--- config.mk ---
export PLATFORM = sky130hd
export DESIGN_NAME = page_table_walker
export DESIGN_NICKNAME = d
export VERILOG_FILES = /design/src/rtl/page_table_walker.sv
export SDC_FILE = /design/constraint.sdc
export NUM_CORES = 1
export LEC_CHECK = 0
export ABC_AREA = 0
export CAP_MARGIN = 20
export CORE_ASPECT_RATIO = 0.9
export CORE_MARGIN = 1
export CORE_UTILIZATION = 42
export DETAILED_ROUTE_END_ITERATION = 12
export GPL_TIMING_DRIVEN = 1
export PLACE_DENSITY = 0.76
export SLEW_MARGIN = 15
export SYNTH_ARGS = -nofsm -noshare
export SYNTH_HDL_FRONTEND = slang
export SYNTH_SLANG_ARGS = --single-unit
--- constraint.sdc ---
create_clock -name clk -period 1.8 [get_ports clk]
set_input_delay 0.54 -clock clk [delete_from_list [all_inputs] [get_ports clk]]
set_output_delay 0.54 -clock clk [all_outputs]
set_load 0.05 [all_outputs]
--- src/rtl/page_table_walker.sv ---
// Two-level page-table walker. It services TLB misses by reading 32-bit PTEs from
// main memory and answers with a one-cycle refill strobe or a one-cycle page-fault strobe.
module page_table_walker #(
  parameter int VPN_WIDTH      = 20,
  parameter int PFN_WIDTH      = 20,
  parameter int TIMEOUT_CYCLES = 64
) (
  input  logic                 clk,
  input  logic                 rst,
  input  logic [31:0]          ptbr,
  input  logic                 tlb_miss,
  input  logic [VPN_WIDTH-1:0] miss_vpn,
  output logic                 refill_en,
  output logic [VPN_WIDTH-1:0] refill_vpn,
  output logic [PFN_WIDTH-1:0] refill_pfn,
  output logic [31:0]          mem_addr,
  output logic                 mem_read_req,
  input  logic [31:0]          mem_data_in,
  input  logic                 mem_ready,
  output logic                 busy,
  output logic                 fault,
  output logic [VPN_WIDTH-1:0] fault_vpn,
  output logic [1:0]           fault_code
);

  typedef enum logic [2:0] {IDLE, L1_REQ, L2_REQ, REFILL, FAULT, HOLD} state_t;

  typedef struct packed {
    logic [19:0] ppn;
    logic        leaf;
    logic        valid;
  } pte_t;

  localparam int         CNT_W         = $clog2(TIMEOUT_CYCLES + 1);
  localparam logic [1:0] FC_INVALID    = 2'd0;
  localparam logic [1:0] FC_MISALIGNED = 2'd1;
  localparam logic [1:0] FC_NONLEAF    = 2'd2;
  localparam logic [1:0] FC_TIMEOUT    = 2'd3;

  state_t               state_q, state_d;
  logic [VPN_WIDTH-1:0] vpn_q, vpn_d;
  pte_t                 pte_q, pte_d;
  logic                 pte_vld_q, pte_vld_d;
  logic [CNT_W-1:0]     tmo_q, tmo_d;
  logic                 dropped_q, dropped_d;

  logic [31:0]          addr_d;
  logic                 req_d, busy_d;
  logic                 refill_en_d, fault_d;
  logic [VPN_WIDTH-1:0] refill_vpn_d, fault_vpn_d;
  logic [PFN_WIDTH-1:0] refill_pfn_d, pfn;
  logic [1:0]           fault_code_d, code;
  logic                 do_refill, do_fault;

  // Offset bits of the table base and the ignored PTE attribute bits.
  logic unused_bits;
  assign unused_bits = ^{ptbr[11:0], mem_data_in[11:2]};

  always_comb begin
    // NOTE: every signal assigned here gets a default first, so no path can infer a latch.
    state_d      = state_q;
    vpn_d        = vpn_q;
    pte_d        = pte_q;
    pte_vld_d    = 1'b0;
    tmo_d        = tmo_q;
    dropped_d    = dropped_q | ~tlb_miss;
    addr_d       = mem_addr;
    req_d        = mem_read_req;
    refill_en_d  = 1'b0;
    refill_vpn_d = refill_vpn;
    refill_pfn_d = refill_pfn;
    fault_d      = 1'b0;
    fault_vpn_d  = fault_vpn;
    fault_code_d = fault_code;
    do_refill    = 1'b0;
    do_fault     = 1'b0;
    code         = FC_INVALID;
    pfn          = '0;

    unique case (state_q)
      IDLE: begin
        if (tlb_miss) begin
          vpn_d     = miss_vpn;
          addr_d    = {ptbr[31:12], miss_vpn[VPN_WIDTH-1 -: 10], 2'b00};
          req_d     = 1'b1;
          tmo_d     = '0;
          dropped_d = 1'b0;
          state_d   = L1_REQ;
        end
      end
      L1_REQ, L2_REQ: begin
        // A returned PTE is captured first and decoded on the following cycle.
        if (pte_vld_q) begin
          if (!pte_q.valid) begin
            do_fault = 1'b1;
            code     = FC_INVALID;
          end else if (state_q == L1_REQ) begin
            if (!pte_q.leaf) begin
              addr_d  = {pte_q.ppn, vpn_q[9:0], 2'b00};
              req_d   = 1'b1;
              tmo_d   = '0;
              state_d = L2_REQ;
            end else if (pte_q.ppn[9:0] != 10'd0) begin
              do_fault = 1'b1;
              code     = FC_MISALIGNED;
            end else begin
              do_refill = 1'b1;
              pfn       = PFN_WIDTH'({pte_q.ppn[19:10], vpn_q[9:0]});
            end
          end else if (!pte_q.leaf) begin
            do_fault = 1'b1;
            code     = FC_NONLEAF;
          end else begin
            do_refill = 1'b1;
            pfn       = PFN_WIDTH'(pte_q.ppn);
          end
        end else if (mem_ready) begin
          pte_d     = pte_t'({mem_data_in[31:12], mem_data_in[1:0]});
          pte_vld_d = 1'b1;
          req_d     = 1'b0;
        end else if (tmo_q == CNT_W'(TIMEOUT_CYCLES - 1)) begin
          req_d    = 1'b0;
          do_fault = 1'b1;
          code     = FC_TIMEOUT;
        end else begin
          tmo_d = tmo_q + CNT_W'(1);
        end
      end
      REFILL, FAULT: state_d = HOLD;
      // Leave only once the MMU has let go of the miss that was just answered.
      HOLD: if (!tlb_miss || dropped_q) state_d = IDLE;
      default: state_d = IDLE;
    endcase

    if (do_refill) begin
      refill_en_d  = 1'b1;
      refill_vpn_d = vpn_q;
      refill_pfn_d = pfn;
      state_d      = REFILL;
    end
    if (do_fault) begin
      fault_d      = 1'b1;
      fault_vpn_d  = vpn_q;
      fault_code_d = code;
      state_d      = FAULT;
    end
    busy_d = (state_d != IDLE);
  end

  always_ff @(posedge clk) begin
    // NOTE: state registers use non-blocking assignments so every flop samples pre-edge values.
    if (rst) begin
      state_q      <= IDLE;
      vpn_q        <= '0;
      pte_q        <= '0;
      pte_vld_q    <= 1'b0;
      tmo_q        <= '0;
      dropped_q    <= 1'b0;
      mem_addr     <= '0;
      mem_read_req <= 1'b0;
      busy         <= 1'b0;
      refill_en    <= 1'b0;
      refill_vpn   <= '0;
      refill_pfn   <= '0;
      fault        <= 1'b0;
      fault_vpn    <= '0;
      fault_code   <= '0;
    end else begin
      state_q      <= state_d;
      vpn_q        <= vpn_d;
      pte_q        <= pte_d;
      pte_vld_q    <= pte_vld_d;
      tmo_q        <= tmo_d;
      dropped_q    <= dropped_d;
      mem_addr     <= addr_d;
      mem_read_req <= req_d;
      busy         <= busy_d;
      refill_en    <= refill_en_d;
      refill_vpn   <= refill_vpn_d;
      refill_pfn   <= refill_pfn_d;
      fault        <= fault_d;
      fault_vpn    <= fault_vpn_d;
      fault_code   <= fault_code_d;
    end
  end

endmodule

---- Word-level counts from Yosys, hierarchy flattened ----
Index checks and enable logic that the tools add are counted.
operators by class
  bitwise operators ....................... 4
  add/subtract/negate cells ............... 1
  reduce and logical (&&, ||, !) cells .... 14
  eq/ne operators ......................... 17
  multiplexer cells ....................... 68
operator list
  cell                 number
  $mux 32              5
  $mux 20              7
  $pmux 32 s2          1
  $mux 7               7
  $mux 1               30
  $mux 3               8
  $ne 3x3->1 const B   5
  $mux 2               7
  $pmux 7 s2           1
  $pmux 3 s4           1
  $reduce_and 6->1     2
  $ne 2x2->1 const B   5
  $reduce_bool 10->1   1
  $add 7x1->7 const B  1
  $eq 7x6->1 const B   1
  $reduce_and 7->1     1
  $eq 3x2->1 const B   2
  $eq 3x3->1 const B   2
  $ne 4x4->1 const B   1
  $reduce_or 2->1      2
  $eq 3x1->1 const B   1
  $logic_not 3->1      1
  $not 1->1            3
  $reduce_and 3->1     1
  8 further kinds      8
storage, ports and cells
  logic and storage cells ................. 121
  output and inout port bits .............. 98
  register bits after elaboration ......... 152
  input bits .............................. 88

---- Longest topological paths before layout ----
  word-level depth ........................ 10
  mapped depth ............................ 9
  gate-level depth less buffers ........... 5

---- Worst setup path after synthesis ----
OpenSTA, ideal clock, no wires.
  path kind ............................... register to register
  from .................................... register pte_q[8] (netlist bit)
  to ...................................... register refill_pfn[3]
  cell stages (with the launch flop) ...... 8
  period minus slack after synthesis ...... 1.840 ns
  data arrival time ....................... 1.708 ns
  path slack .............................. -0.040 ns
  library setup time ...................... 0.132 ns
  path buffers ............................ 2
  required time ........................... 1.668 ns
  path through ............................ dfxtp_1 -> nor4_1 -> nand3_1 -> a211o_1 -> buf_2 -> buf_6 -> a221oi_1 -> nor3_1
between the ends
  word-level cells in the longest chain between the ends .. 7
  elaborated cells between the ends (all ways) .. 13
  those cells by class .................... 12 x mux; 1 x reduce/logical
RTL lines
  what                                      line  RTL
  start: declaration                        42    pte_t pte_q, pte_d;
  start signal: assignment                  171   pte_q <= pte_d;
  $reduce_bool 10->1 (*)                    103   end else if (pte_q.ppn[9:0] != 10'd0) begin
  $mux 20 / $mux 1 (equally long branches)  103
  $mux 20 / $mux 1 (equally long branches)  98    if (!pte_q.leaf) begin
  $mux 20 / $mux 1 (equally long branches)  97    end else if (state_q == L1_REQ) begin
  $mux 20 / $mux 1 (equally long branches)  94    if (!pte_q.valid) begin
  $mux 20 / $mux 1 (equally long branches)  93    if (pte_vld_q) begin
  $mux 20 / $mux 1 (equally long branches)  80    unique case (state_q)
  end signal: assignment                    180   refill_pfn <= refill_pfn_d;
  end: declaration                          15    output logic [PFN_WIDTH-1:0] refill_pfn,
Mark *: on every way between the ends. The rest lies on a longest branch, timed or not.
A chain may end at the register's enable or synchronous reset.

---- Worst setup path after layout ----
  from .................................... register pte_q[7] (netlist bit)
  to ...................................... register refill_pfn[2]
The elaborated chain is that of the path after synthesis.

==> results.txt <==
The number of flops mapped to enable cells by yosys is 0. The floorplan die area came out at about 14,000 um2. The cell type with the largest total area after synthesis is sky130_fd_sc_hd__dfxtp_1. The count of hold-fix buffers inserted at cts is 0.

The critical path is of the register to register type. The die is around 130 um wide. The library cells used most frequently in the layout, excluding fill and tap cells, are sky130_fd_sc_hd__nand2_1, sky130_fd_sc_hd__dfxtp_1, sky130_fd_sc_hd__buf_4. The cell with the largest stage delay on the worst path is sky130_fd_sc_hd__dfxtp_2. The largest delay contributor family on the critical path is simple AND/OR/NAND/NOR gates. The final period utilization came out at 100.9%. Setup repair after global routing could not meet its margin everywhere. The post-route clock skew is roughly 6.6 ps. Entering global routing, the biggest net connects 56 pins. In this run the power density over the cells is between 900 and 1000 nW/um2.

The count of state elements after synthesis is 150. The share of the synthesized area in the top cell type is between 50% and 60%. The standard cell core area is roughly 14,000 um2.

The worst setup margin came out at -17.03 ps. The most common cell after layout, fill and taps aside is sky130_fd_sc_hd__nand2_1. Counting both buffers and inverters, the worst setup path holds a total of 3. The top-level port count is 186. Setup violations remaining at the end of the flow were counted as 12. The total number of yosys warnings came out at 0.

The height of the chip is between 100 and 150 um. The number of antenna violations at the first check in global routing came to 0. Detailed placement ended at an HPWL of about 11,000 um. Buffers inserted during clock tree synthesis total 17.

TritonCTS built the clock tree. The final weighted congestion in routability-driven placement is just over 0.8. The setup total negative slack came out at -78.44 ps. The async set or reset register ratio after synthesis is 0%. The maximum resistive drop on vdd came out at about 0.74 mV. The finished layout holds 1,051 standard cells, fillers aside.

The critical path's most frequent cell is sky130_fd_sc_hd__buf_6. Summed over all layers, the routed wires come to 16,950 um. The global-route wire length before repair is 26,560 um. The synthesized area per cell came out at around 8.5 um2. The initial utilization of the core area, before any placement, comes to 43.50%. The number of diodes came out at 0. STA classifies the critical path endpoint as a register. The fraction of final layout cells with drive strength greater than 1 came out at ~25%. The total congestion overflow after global routing came out at 0. The average detailed-routed wire length per instance is between 15 and 20 um. After detailed placement, the design holds a cell count of roughly 1,000.

The leakage power came out at 3.610 nW. The clock slew at the register clock pins of the worst setup and hold paths came out at 60 ps. The max-slew violation total from the final report is 0.

The total power of the final layout came out at 0.008713 W. The number of inserted filler cells in the final layout is between 1,000 and 1,500. The via count of the first global-routing pass came out at 5,156. The detailed-route vias per instance came out at 5.215. After synthesis, the netlist uses 46 different library cells.

The number of iterations in the first detailed-routing pass came out at 5. The met1 usage came out at between 30% and 40%. Of the synthesized area, sequential elements account for between 50 and 60%.

The tool flagged a number of max-cap violations equal to 0. By area the synthesized netlist is led by sky130_fd_sc_hd__dfxtp_1, sky130_fd_sc_hd__nand2_1, sky130_fd_sc_hd__mux2i_1. The synthesized netlist occupies a cell area of about 5900 um2. The later pin in the worst-skew pair is clocked with a latency of about 420 ps. The signal on the critical path passes through nor4_4, nand3_2, buf_6, a211oi_4, buf_6, clkbuf_16, nor2_1, nor3_1.

The main flop type after synthesis is sky130_fd_sc_hd__dfxtp_1. The via count came out at about 5,500. For the finished layout, the period the worst path requires is between 1500 and 2000 ps.

The global-route track usage on met3 is around 6.4%. The maximum fanout along the worst path came out at 8. The number of H-tree levels came out at 4.

The number of nets in the layout came out at around 960. The data arrival time at the worst-slack endpoint is ~2200 ps. The clock sink total came out at 150.

In this run the remaining antenna-violating nets after routing total 0. The min-delay analysis places its worst path in the category register to register. The port buffer count came out at about 160. For this run, the slowest stage of the critical path takes 330 ps.

After global routing, the most crowded layer is met2. The DRC marker count from the first detailed-route iteration came out at around 390. The tree is rooted in a sky130_fd_sc_hd__clkbuf_16. The site row count came out at 40. For this run, the total global-route usage over all layers was measured as around a quarter. Summing all multi-input logic gate instances after layout gives about 2700 um2.

The DRC violation count after routing came out at 0. From synthesis to final layout, the design area changed by 48.70%. The required time of the worst setup path is ~2200 ps.

The buffer depth of the longest clock path is 2. The synthesized instance count came out at just under 700. The checks that failed: negative setup slack. The maximum clock frequency is 550.3 MHz. The global-route track usage on met2 is a little under two fifths. The number of hold-slack violations in the final timing report was 0. STA classifies the critical path startpoint as a register. The register cell area after layout came out at between 3000 and 4000 um2. The run finished, with violations left.
-- layer usage --
| metal | share of wire [%] | vias to the layer above |
|---|---|---|
| met5 | 0 | - |
| met4 | 1.3 | 0 |
| met3 | 6.3 | 20 |
| met2 | 47 | 174 |
| met1 | 46 | 2580 |
| li1 | - | 2707 |
-- state kept, by name (all words and copies together), names as in the netlist, 2 cells and up --
| name | count |
|---|---|
| mem_addr | 30 |
| pte_q | 22 |
| fault_vpn | 20 |
| refill_pfn | 20 |
| refill_vpn | 20 |
| vpn_q | 20 |
| tmo_q | 7 |
| state_q | 3 |
| fault_code | 2 |
-- power by group --
group          internal [W]  switching [W]
Sequential          0.00347       0.000126
Clock               0.00247        0.00133
Combinational      0.000548       0.000769
-- area by class of cell --
| class | count | area share [%] |
|---|---|---|
| clock buffer | 25 | 5.668 |
| clock inverter | 7 | 1.618 |
| inverter | 2 | 0.08589 |
| multi-input combinational | 482 | 31.41 |
| sequential | 150 | 34.38 |
| tap | 168 | 2.405 |
| timing repair buffer | 217 | 24.43 |
-- stage by stage --
step,hold slack (ps),worst slack [ps],cell area [um2],utilization (%)
floorplan,437.2,-11.10,5897,-
global placement,444.7,-316.3,7884,58.34
detailed placement,450.5,-370.4,7884,58.34
CTS,458.7,0.6839,8612,63.73
global route,481.1,-124.6,8741,64.69
finish,454.9,-17.03,8741,64.69
-- kinds of logic (layout without fill, tap and decap cells) --
| group | Yosys count | count (layout) | synth area share [%] |
|---|---|---|---|
| adders and majority gates | 1 | 1 | 0.2128 |
| buffers and inverters | 59 | 251 | 4.832 |
| xor gates and xnor gates | 3 | 3 | 0.4471 |
| other | 1 | 2 | 0.06380 |
| and+or+nand+nor | 310 | 310 | 21.86 |
| AOI/OAI and AO/OA | 122 | 122 | 14.01 |
| muxes | 44 | 44 | 7.493 |
| DFF | 150 | 150 | 51.09 |
-- final timing paths --
path                                                  start                          end  slack [ps]  cells past startpoint
worst max-delay path                  pte_q[7]$_SDFFE_PP0P_   refill_pfn[2]$_SDFFE_PP0N_         -20                      8
worst min-delay path            refill_vpn[19]$_SDFFE_PP0N_  refill_vpn[19]$_SDFFE_PP0N_         450                      2
worst max register to register        pte_q[7]$_SDFFE_PP0P_   refill_pfn[2]$_SDFFE_PP0N_         -20                      8
worst min register to register  refill_vpn[19]$_SDFFE_PP0N_  refill_vpn[19]$_SDFFE_PP0N_         450                      2
-- synth_stat cells (all sizes together) (2+ instances only) --
cell and n:
nor2b 3, or2 2, nand4 2, xnor2 2, inv 2, nor2 97
nand2 166, a31oi 2, mux2i 44, a221oi 9, nand2b 5, o21ai 7
a211oi 3, nand3 6, nor3 12, clkbuf 33, a311oi 32, buf 24
a21oi 60, nor3b 3, dfxtp 150, and4 2, or3 6, nor4 2
-- worst reg2reg max path, delay by kind of cell (launching register included) --
family	cells	cell delay (ps)
compound gates	1	250
simple gates	4	670
flops	1	330
buf+inv	3	500
-- timing repair --
item,CTS,global route
pin swaps,3,13
buffers inserted,2,2
endpoints found under the setup margin,53,89
cloned,1,2
resized for setup,10,24
(Power assumes the default switching activity.)
